===== src/rtl/axi_read_slave.sv =====
// AXI read slave: per-ID request FIFOs, round-robin burst scheduler, one memory read per beat.
// Latency: AR handshake in cycle N -> mem_rd in N+2 -> first RVALID in N+3; later beats 2 cycles after each R handshake.
// Backpressure: ARREADY low while the addressed ID queue is full; R outputs hold while RREADY is low.
//
// Ports:
//   ACLK, ARESET          clock, synchronous active-high reset
//   AR*                   read address channel (ID, address, length, size, burst type, handshake)
//   R*                    read data channel (ID, data, response, last, handshake)
//   mem_addr/mem_rd       byte address and read strobe to memory
//   mem_rdata             memory data, valid the cycle after mem_rd
module axi_read_slave #(
    parameter int BusWidth = 32,
    parameter int IdBits   = 2,
    parameter int QDepth   = 4
) (
    input  logic                ACLK,
    input  logic                ARESET,
    input  logic [IdBits-1:0]   ARID,
    input  logic [BusWidth-1:0] ARADDR,
    input  logic [3:0]          ARLEN,
    input  logic [2:0]          ARSIZE,
    input  logic [1:0]          ARBURST,
    input  logic                ARVALID,
    output logic                ARREADY,
    output logic [IdBits-1:0]   RID,
    output logic [BusWidth-1:0] RDATA,
    output logic [1:0]          RRESP,
    output logic                RLAST,
    output logic                RVALID,
    input  logic                RREADY,
    output logic [BusWidth-1:0] mem_addr,
    output logic                mem_rd,
    input  logic [BusWidth-1:0] mem_rdata
);

    localparam int NQ      = 2 ** IdBits;
    localparam int PtrW    = $clog2(QDepth);
    localparam int MaxSize = $clog2(BusWidth / 8);
    localparam logic [BusWidth-1:0] OneW = BusWidth'(1);

    typedef struct packed {
        logic [BusWidth-1:0] addr;
        logic [3:0]          len;
        logic [2:0]          size;
        logic [1:0]          burst;
    } ar_t;

    typedef enum logic [1:0] {IDLE, ADDR, DATA} state_t;

    ar_t               r_mem [NQ][QDepth];
    logic [PtrW-1:0]   r_wp  [NQ];
    logic [PtrW-1:0]   r_rp  [NQ];
    logic [PtrW:0]     r_cnt [NQ];
    logic [IdBits-1:0] r_rr;            // first queue to examine at the next selection

    state_t            r_state, w_state_nxt;
    logic [IdBits-1:0] r_id;
    logic [BusWidth-1:0] r_addr;
    logic [3:0]        r_len, r_beat;
    logic [2:0]        r_size;
    logic [1:0]        r_burst;
    logic              r_err;
    logic              r_cap;           // first DATA cycle: memory data is live on mem_rdata
    logic [BusWidth-1:0] r_rdata;

    logic              w_full, w_push, w_pop, w_found, w_hs, w_last, w_head_err;
    logic [IdBits-1:0] w_win;
    ar_t               w_head;
    logic [BusWidth-1:0] w_step, w_span, w_lower, w_inc, w_next_addr;

    assign w_full  = (r_cnt[ARID] == (PtrW+1)'(QDepth));
    assign ARREADY = !ARESET && !w_full;
    assign w_push  = ARVALID && ARREADY;

    // Round-robin search starting at r_rr; first non-empty queue wins.
    always_comb begin
        w_found = 1'b0;
        w_win   = '0;
        for (int i = 0; i < NQ; i++) begin
            if (!w_found && (r_cnt[r_rr + IdBits'(i)] != '0)) begin
                w_found = 1'b1;
                w_win   = r_rr + IdBits'(i);
            end
        end
    end

    assign w_head = r_mem[w_win][r_rp[w_win]];

    // Bursts that cannot be served legally are answered with SLVERR beats and never touch memory.
    always_comb begin
        w_head_err = 1'b0;
        if (w_head.size > 3'(MaxSize))
            w_head_err = 1'b1;
        if (w_head.burst == 2'b11)
            w_head_err = 1'b1;
        if ((w_head.burst == 2'b10) &&
            !((w_head.len == 4'd1) || (w_head.len == 4'd3) ||
              (w_head.len == 4'd7) || (w_head.len == 4'd15)))
            w_head_err = 1'b1;
    end

    // Next beat address.
    assign w_step  = OneW << r_size;
    assign w_span  = w_step * {{(BusWidth-5){1'b0}}, ({1'b0, r_len} + 5'd1)};
    assign w_lower = r_addr & ~(w_span - OneW);
    assign w_inc   = r_addr + w_step;

    always_comb begin
        case (r_burst)
            2'b00:   w_next_addr = r_addr;
            2'b10:   w_next_addr = (w_inc == (w_lower + w_span)) ? w_lower : w_inc;
            default: w_next_addr = w_inc;
        endcase
    end

    assign w_last = (r_beat == r_len);
    assign w_hs   = (r_state == DATA) && RREADY;

    always_ff @(posedge ACLK) begin
        if (ARESET)
            r_state <= IDLE;
        else
            r_state <= w_state_nxt;
    end

    always_comb begin
        w_state_nxt = r_state;
        w_pop       = 1'b0;
        RVALID      = 1'b0;
        RID         = '0;
        RDATA       = '0;
        RRESP       = 2'b00;
        RLAST       = 1'b0;
        mem_rd      = 1'b0;
        mem_addr    = '0;
        case (r_state)
            IDLE: begin
                if (w_found) begin
                    w_pop       = 1'b1;
                    w_state_nxt = ADDR;
                end
            end
            ADDR: begin
                mem_rd      = !r_err;
                mem_addr    = r_addr;
                w_state_nxt = DATA;
            end
            DATA: begin
                RVALID = 1'b1;
                RID    = r_id;
                RRESP  = r_err ? 2'b10 : 2'b00;
                RLAST  = w_last;
                // Live memory data on the first DATA cycle, the captured copy while stalled.
                RDATA  = r_err ? '0 : (r_cap ? mem_rdata : r_rdata);
                if (RREADY)
                    w_state_nxt = w_last ? IDLE : ADDR;
            end
            default: w_state_nxt = IDLE;
        endcase
        if (ARESET) begin
            w_pop    = 1'b0;
            RVALID   = 1'b0;
            RID      = '0;
            RDATA    = '0;
            RRESP    = 2'b00;
            RLAST    = 1'b0;
            mem_rd   = 1'b0;
            mem_addr = '0;
        end
    end

    always_ff @(posedge ACLK) begin
        if (w_push)
            r_mem[ARID][r_wp[ARID]] <= '{addr: ARADDR, len: ARLEN, size: ARSIZE, burst: ARBURST};
    end

    always_ff @(posedge ACLK) begin
        if (ARESET) begin
            for (int i = 0; i < NQ; i++) begin
                r_wp[i]  <= '0;
                r_rp[i]  <= '0;
                r_cnt[i] <= '0;
            end
            r_rr    <= '0;
            r_id    <= '0;
            r_addr  <= '0;
            r_len   <= '0;
            r_beat  <= '0;
            r_size  <= '0;
            r_burst <= '0;
            r_err   <= 1'b0;
            r_cap   <= 1'b0;
            r_rdata <= '0;
        end else begin
            if (w_push)
                r_wp[ARID] <= r_wp[ARID] + PtrW'(1);
            for (int i = 0; i < NQ; i++) begin
                case ({w_push && (ARID == IdBits'(i)), w_pop && (w_win == IdBits'(i))})
                    2'b10:   r_cnt[i] <= r_cnt[i] + (PtrW+1)'(1);
                    2'b01:   r_cnt[i] <= r_cnt[i] - (PtrW+1)'(1);
                    default: ;
                endcase
            end
            if (w_pop) begin
                r_rp[w_win] <= r_rp[w_win] + PtrW'(1);
                r_rr        <= w_win + IdBits'(1);
                r_id        <= w_win;
                r_addr      <= w_head.addr;
                r_len       <= w_head.len;
                r_size      <= w_head.size;
                r_burst     <= w_head.burst;
                r_err       <= w_head_err;
                r_beat      <= '0;
            end
            r_cap <= (r_state == ADDR);
            if ((r_state == DATA) && r_cap)
                r_rdata <= mem_rdata;
            if (w_hs && !w_last) begin
                r_beat <= r_beat + 4'd1;
                r_addr <= w_next_addr;
            end
        end
    end

endmodule


===== config.mk =====
export PLATFORM = sky130hd
export DESIGN_NAME = axi_read_slave
export DESIGN_NICKNAME = d
export VERILOG_FILES = /design/src/rtl/axi_read_slave.sv
export SDC_FILE = /design/constraint.sdc
export NUM_CORES = 1
export LEC_CHECK = 0
export CAP_MARGIN = 40
export CELL_PAD_IN_SITES_DETAIL_PLACEMENT = 1
export CELL_PAD_IN_SITES_GLOBAL_PLACEMENT = 1
export CORE_MARGIN = 4
export CORE_UTILIZATION = 47
export CTS_CLUSTER_DIAMETER = 200
export DETAILED_ROUTE_END_ITERATION = 16
export PLACE_DENSITY = 0.75
export SYNTH_ARGS = -nofsm -noshare
export SYNTH_HDL_FRONTEND = slang
export SYNTH_SLANG_ARGS = --single-unit

===== constraint.sdc =====
create_clock -name ACLK -period 15.75 [get_ports ACLK]
set_input_delay 3.15 -clock ACLK [delete_from_list [all_inputs] [get_ports ACLK]]
set_output_delay 3.15 -clock ACLK [all_outputs]
set_load 0.05 [all_outputs]

==> results of run 1 <==
where the power goes:
part	internal, mW	switching, mW
logic	1.49	2.53
registers	2.33	0.150
clock network	1.14	0.792
cell type report:
class | count | area, um^2 | share of cell area [%]
sequential | 771 | 22300 | 53.9
multi-input combinational | 1702 | 12900 | 31.3
clock buffer | 105 | 2200 | 5.33
timing repair buffer | 188 | 1870 | 4.52
tap | 1030 | 1290 | 3.12
clock inverter | 42 | 488 | 1.18
inverter | 71 | 267 | 0.645
antenna | 4 | 10.0 | 0.0242
sequential cells by signal, indices dropped and copies added, names as in the netlist, named ones only:
name and cells:
r_id 2, r_beat 4, r_rp 8, r_rdata 32, r_wp 8, r_size 3
r_burst 2, r_cnt 12, r_addr 32, r_mem 656, r_state 2, r_len 4
r_cap 1, r_err 1, r_rr 2
how the worst max path moves through the flow:
| stage | from | to | slack, ns |
|---|---|---|---|
| floorplan | ARESET | RDATA[10] | 7.84 |
| CTS | r_len[0]$_SDFFE_PP0P_ | r_addr[2]$_SDFFE_PP0P_ | 6.59 |
| global placement | r_len[0]$_SDFFE_PP0P_ | r_addr[2]$_SDFFE_PP0P_ | 6.39 |
| global route | r_len[0]$_SDFFE_PP0P_ | r_addr[2]$_SDFFE_PP0P_ | 5.88 |
| finish | r_len[0]$_SDFFE_PP0P_ | r_addr[2]$_SDFFE_PP0P_ | 6.45 |
| detailed placement | r_len[0]$_SDFFE_PP0P_ | r_addr[2]$_SDFFE_PP0P_ | 6.66 |
cell families after synthesis:
logic type | share of synthesized area (%)
other cells | 0.0104
fa+ha+maj | 3.11
simple gates | 12.5
flops | 61.8
xor+xnor | 1.60
compound gates | 6.89
buf+inv | 2.60
mux | 11.5
cell usage after synthesis (all sizes together), types with 5 or more instances:
| cell | number | share of area [%] |
|---|---|---|
| a311o | 5 | 0.14 |
| nor3b | 10 | 0.22 |
| nor4 | 14 | 0.37 |
| dfxtp | 87 | 4.8 |
| fa | 23 | 1.3 |
| clkbuf | 102 | 1.1 |
| inv | 71 | 0.74 |
| or2 | 15 | 0.26 |
| nand2b | 24 | 0.42 |
| o31ai | 7 | 0.18 |
| o21ai | 47 | 0.65 |
| and4 | 6 | 0.15 |
| nand3 | 128 | 1.8 |
| nor2b | 10 | 0.17 |
| edfxtp | 684 | 57 |
| o22ai | 8 | 0.14 |
| o21bai | 6 | 0.12 |
| mux2i | 90 | 2.5 |
| mux2 | 27 | 1.0 |
| a32o | 5 | 0.14 |
| and3 | 15 | 0.26 |
| a32oi | 30 | 0.73 |
| a21o | 9 | 0.19 |
| or3 | 17 | 0.29 |
| a311oi | 10 | 0.24 |
| a221oi | 21 | 0.51 |
| a31oi | 11 | 0.21 |
| nand3b | 6 | 0.12 |
| o2111ai | 7 | 0.17 |
| xnor2 | 51 | 1.2 |
| o211ai | 7 | 0.15 |
| a21oi | 132 | 1.8 |
| xor2 | 14 | 0.36 |
| nor3 | 36 | 0.53 |
| o21a | 8 | 0.17 |
| nand4 | 28 | 0.49 |
| nand4b | 7 | 0.17 |
| nor2 | 158 | 1.6 |
| and2 | 70 | 1.2 |
| buf | 59 | 0.79 |
| mux4 | 129 | 8.1 |
| a211oi | 7 | 0.17 |
| ha | 53 | 1.8 |
| nand2 | 393 | 4.1 |
tightest hold or removal path, stage by stage, from the launching register on:
cell     delay, ns
dfxtp_1       0.30
nand2_1       0.05
a21oi_1       0.05
routing by layer:
layer  GRT usage [%]  up-vias  wire, um
li1                -    10500         -
met1            32.8    12500     41800
met2            43.6      791     52400
met3            3.09      180      5350
met4            8.22        4      2880
met5               0        -        26
stage by stage:
stage	power (mW)	util (%)
after floorplan	5.21	-
after global placement	6.33	50.7
after detailed placement	6.50	50.9
after CTS	8.46	54.4
after global routing	8.89	54.4
final	8.44	54.4
==> results.sh, run 1 <==
export IMPL_drc=0
export IMPL_cts_tree="built"
export IMPL_drt_total_wl_mm=103
export IMPL_place_ws_ns=6.66
export IMPL_clkSlewWorstSetupHoldPaths_ns=0.06
export IMPL_grt_usage_pct=25.0
export IMPL_whs_ns=0.456
export IMPL_startpoint_type="flip-flop"
export IMPL_drtPass1Iterations=5
export IMPL_fp_dieW_um=285
export IMPL_antenna_left=0
export IMPL_cts_setup_buffers=0
export IMPL_num_rows=101
export IMPL_grt_pass1_wl_mm=157
export IMPL_grt_start_max_net_pins=72
export IMPL_initial_core_util_pct=47.5
export IMPL_drive_gt1_share_pct=12.9
export IMPL_rsz0062_at_grt="no"
export IMPL_ys_seq_elements=771
export IMPL_syn_num_nets=2860
export IMPL_drt_iter0_drc=1844
export IMPL_cts_sink_count=771
export IMPL_crit_slowest_cell="dfxtp_1"
export IMPL_fmax_mhz=108
export IMPL_layout_commonest_cell="edfxtp_1"
export IMPL_ff2ff_path_depth=30
export IMPL_via_per_inst=6.11
export IMPL_placed_cell_area_mm2=0.0386
export IMPL_synthFlopType="edfxtp_1"
export IMPL_synth_area_mm2=0.0361
export IMPL_io_pins=151
export IMPL_hpwl_mm=63.5
export IMPL_p_per_area_mw_per_mm2=204
export IMPL_grt_overflow_total=0
export IMPL_cap_violations=0
export IMPL_r2r_slack_ns=6.45
export IMPL_end_kind="flip-flop"
export IMPL_cts_buffers=82
export IMPL_cp_max_fo=35
export IMPL_slowest_delay_ns=0.60
export IMPL_p_leak_nw=14.0
export IMPL_hold_path_class="reg -> reg"
export IMPL_syn_inst=2705
export IMPL_regToRegEndpoint="r_addr[2]$_SDFFE_PP0P_"
export IMPL_coreArea_mm2=0.0759
export IMPL_crit_cells=30
export IMPL_hold_depth=2
export IMPL_gp_congestion=0.871
export IMPL_worstSkewPairLatency_ns=0.63
export IMPL_antenna_found_initial=7
export IMPL_fin_area_mm2=0.0413
export IMPL_cts_htree_levels=3
export IMPL_crit_arrival_ns=9.79
export IMPL_rr_startpoint="r_len[0]$_SDFFE_PP0P_"
export IMPL_synth_async_reset_ratio_pct=0
export IMPL_final_instance_count_excl_fill=3913
export IMPL_dieArea_mm2=0.0813
export IMPL_vias=23900
export IMPL_grt_pass1_vias=25500
export IMPL_final_cell_mix="684 x edfxtp_1, 392 x nand2_1, 158 x nor2_1"
export IMPL_skew_ns=0.0313
export IMPL_cts_root_buf="clkbuf_16"
export IMPL_die_h_um=285
export IMPL_cp_buffers_inverters=2
export IMPL_fin_crit_sh_pct=59.0
export IMPL_worstHoldStart="r_rdata[4]$_SDFFE_PP0P_"
export IMPL_hold_end="r_rdata[4]$_SDFFE_PP0P_"
export IMPL_place_inst=3762
export IMPL_vdd_drop_max_uv=162
export IMPL_cts_resized=0
export IMPL_wl_per_cell_um=26.2
export IMPL_required_ns=16.24
export IMPL_fillers=7388
export IMPL_path_delay_family="simple AND/OR/NAND/NOR gates"
export IMPL_slew_violations=0
export IMPL_area_growth_pct=14.6
export IMPL_crit_path_frequent_cell="fa_1"
export IMPL_setup_viol=0
export IMPL_hold_viol_final=0
export IMPL_fin_tns_setup_ns=0
export IMPL_avgSynthCellArea_um2=13.3
export IMPL_tightest_slew_ns=0.985
export IMPL_synth_warnings=0
export IMPL_path_class="reg -> reg"
export IMPL_clock_path_buffers=3
export IMPL_cts_hold_buf=0
export IMPL_period_needed_ns=9.30
export IMPL_ys_seq_area_share_pct=61.8
export IMPL_finalNetCount=2971
export IMPL_slew_headroom_pct=33.9
export IMPL_ys_types=92
export IMPL_synth_edf_count=684
export IMPL_status="completed"
export IMPL_setup_slack_ns=6.45
export IMPL_io_buffers=149
Power figures use the tool's default switching activity.
==> run 2: changes to the inputs <==
==> constraint.sdc (replaced) <==
create_clock -name ACLK -period 8.86 [get_ports ACLK]
set_input_delay 1.772 -clock ACLK [delete_from_list [all_inputs] [get_ports ACLK]]
set_output_delay 1.772 -clock ACLK [all_outputs]
set_load 0.05 [all_outputs]
==> results.sh, run 2 (synthesized netlist as in run 1, its figures left out) <==
export IMPL_cts_buffers=82
export IMPL_fillers=7443
export IMPL_initial_core_util_pct=47.5
export IMPL_area_growth_pct=14.7
export IMPL_worstSkewPairLatency_ns=0.65
export IMPL_cts_hold_buf=0
export IMPL_fin_crit_sh_pct=94.2
export IMPL_cts_tree="built"
export IMPL_grt_start_max_net_pins=69
export IMPL_antenna_found_initial=9
export IMPL_whs_ns=0.459
export IMPL_cap_violations=0
export IMPL_drt_total_wl_mm=104
export IMPL_slew_violations=0
export IMPL_finalNetCount=2984
export IMPL_io_buffers=149
export IMPL_cp_max_fo=31
export IMPL_status="completed"
export IMPL_required_ns=9.38
export IMPL_coreArea_mm2=0.0759
export IMPL_io_pins=151
export IMPL_setup_slack_ns=0.514
export IMPL_hold_path_class="reg -> reg"
export IMPL_crit_slowest_cell="fa_1"
export IMPL_num_rows=101
export IMPL_drive_gt1_share_pct=13.7
export IMPL_crit_arrival_ns=8.87
export IMPL_fmax_mhz=120
export IMPL_setup_viol=0
export IMPL_grt_overflow_total=0
export IMPL_drc=0
export IMPL_gp_congestion=0.879
export IMPL_period_needed_ns=8.35
export IMPL_clock_path_buffers=3
export IMPL_vias=23700
export IMPL_slowest_delay_ns=0.54
export IMPL_hpwl_mm=64.4
export IMPL_antenna_left=0
export IMPL_p_leak_nw=14.0
export IMPL_cts_sink_count=771
export IMPL_place_inst=3764
export IMPL_startpoint_type="flip-flop"
export IMPL_largest_reg_flops=656
export IMPL_final_cell_mix="684 x edfxtp_1, 392 x nand2_1, 157 x nor2_1"
export IMPL_wl_per_cell_um=26.4
export IMPL_fp_dieW_um=285
export IMPL_via_per_inst=6.05
export IMPL_tightest_slew_ns=0.985
export IMPL_final_instance_count_excl_fill=3926
export IMPL_cts_htree_levels=3
export IMPL_drtPass1Iterations=5
export IMPL_grt_pass1_wl_mm=157
export IMPL_path_class="reg -> reg"
export IMPL_cts_root_buf="clkbuf_16"
export IMPL_dieArea_mm2=0.0813
export IMPL_vdd_drop_max_uv=301
export IMPL_grt_pass1_vias=25500
export IMPL_clkSlewWorstSetupHoldPaths_ns=0.06
export IMPL_grt_usage_pct=25.4
export IMPL_slew_headroom_pct=33.9
export IMPL_hold_viol_final=0
export IMPL_die_h_um=285
export IMPL_p_per_area_mw_per_mm2=362
export IMPL_place_ws_ns=0.278
export IMPL_end_kind="flip-flop"
export IMPL_skew_ns=0.0413
export IMPL_layout_commonest_cell="edfxtp_1"
export IMPL_drt_iter0_drc=1959
[run 2: cell count changes in the layout (fill, tap and decap cells not counted), sizes merged]
cell	before	now
clkinv	29	40
inv	73	77
bufinv	9	3
buf	40	53
clkbuf	105	96
[run 2: worst max-delay path, delay by kind of cell (launching register included)]
kind	cells	cell delay [ns]
AOI/OAI and AO/OA	7	1.67
and+or+nand+nor	12	2.35
xor gates and xnor gates	3	0.60
buffers and inverters	4	0.70
muxes	1	0.17
DFF	1	0.33
adders and majority gates	5	2.36
[run 2: worst paths after layout]
kind                                  from                  endpoint  slack (ns)  cells after the start
setup / recovery     r_len[0]$_SDFFE_PP0P_    r_addr[2]$_SDFFE_PP0P_        0.51                     32
hold / removal    r_rdata[30]$_SDFFE_PP0P_  r_rdata[30]$_SDFFE_PP0P_        0.46                      2
setup reg to reg     r_len[0]$_SDFFE_PP0P_    r_addr[2]$_SDFFE_PP0P_        0.51                     32
hold reg to reg   r_rdata[30]$_SDFFE_PP0P_  r_rdata[30]$_SDFFE_PP0P_        0.46                      2
[run 2: power breakdown]
part / internal (mW) / switching [mW] / total [mW]
Combinational: 2.70 / 4.56 / 7.26
Clock: 1.83 / 1.45 / 3.28
Sequential: 4.15 / 0.270 / 4.42
Total: 8.67 / 6.29 / 15.0
[run 2: per-layer routing]
layer / share of wire, % / wire length, um / global-route usage (%) / vias up
met5: 0.053 / 55 / 0 / -
met4: 2.4 / 2450 / 7.37 / 8
met3: 6.8 / 7030 / 5.44 / 173
met2: 51 / 52700 / 43.9 / 793
met1: 40 / 41400 / 32.3 / 12300
li1: - / - / - / 10500
[run 2: final cells by class]
| type | instances | area, um^2 | area share, % |
|---|---|---|---|
| Sequential cell | 771 | 22300 | 53.9 |
| Timing Repair Buffer | 201 | 1910 | 4.63 |
| Antenna cell | 4 | 10.0 | 0.0242 |
| Clock inverter | 51 | 415 | 1.00 |
| Tap cell | 1030 | 1290 | 3.12 |
| Clock buffer | 96 | 2140 | 5.16 |
| Multi-Input combinational cell | 1702 | 13100 | 31.5 |
| Inverter | 71 | 267 | 0.644 |
[run 2: what timing repair did]
| item | in CTS | in global routing |
|---|---|---|
| setup buffers | 0 | 8 |
| endpoints found under the setup margin | 0 | 32 |
| resized for setup | 0 | 19 |
[run 2: metrics by stage]
step	total power, mW	instance area, um^2	utilization (%)	TNS, ns
after floorplan	9.26	36100	-	0
after global placement	11.3	38500	50.8	0
after detailed placement	11.5	38600	50.8	0
after CTS	14.9	41200	54.2	0
after global routing	15.8	41400	54.5	-0.0202
final	15.0	41400	54.5	0
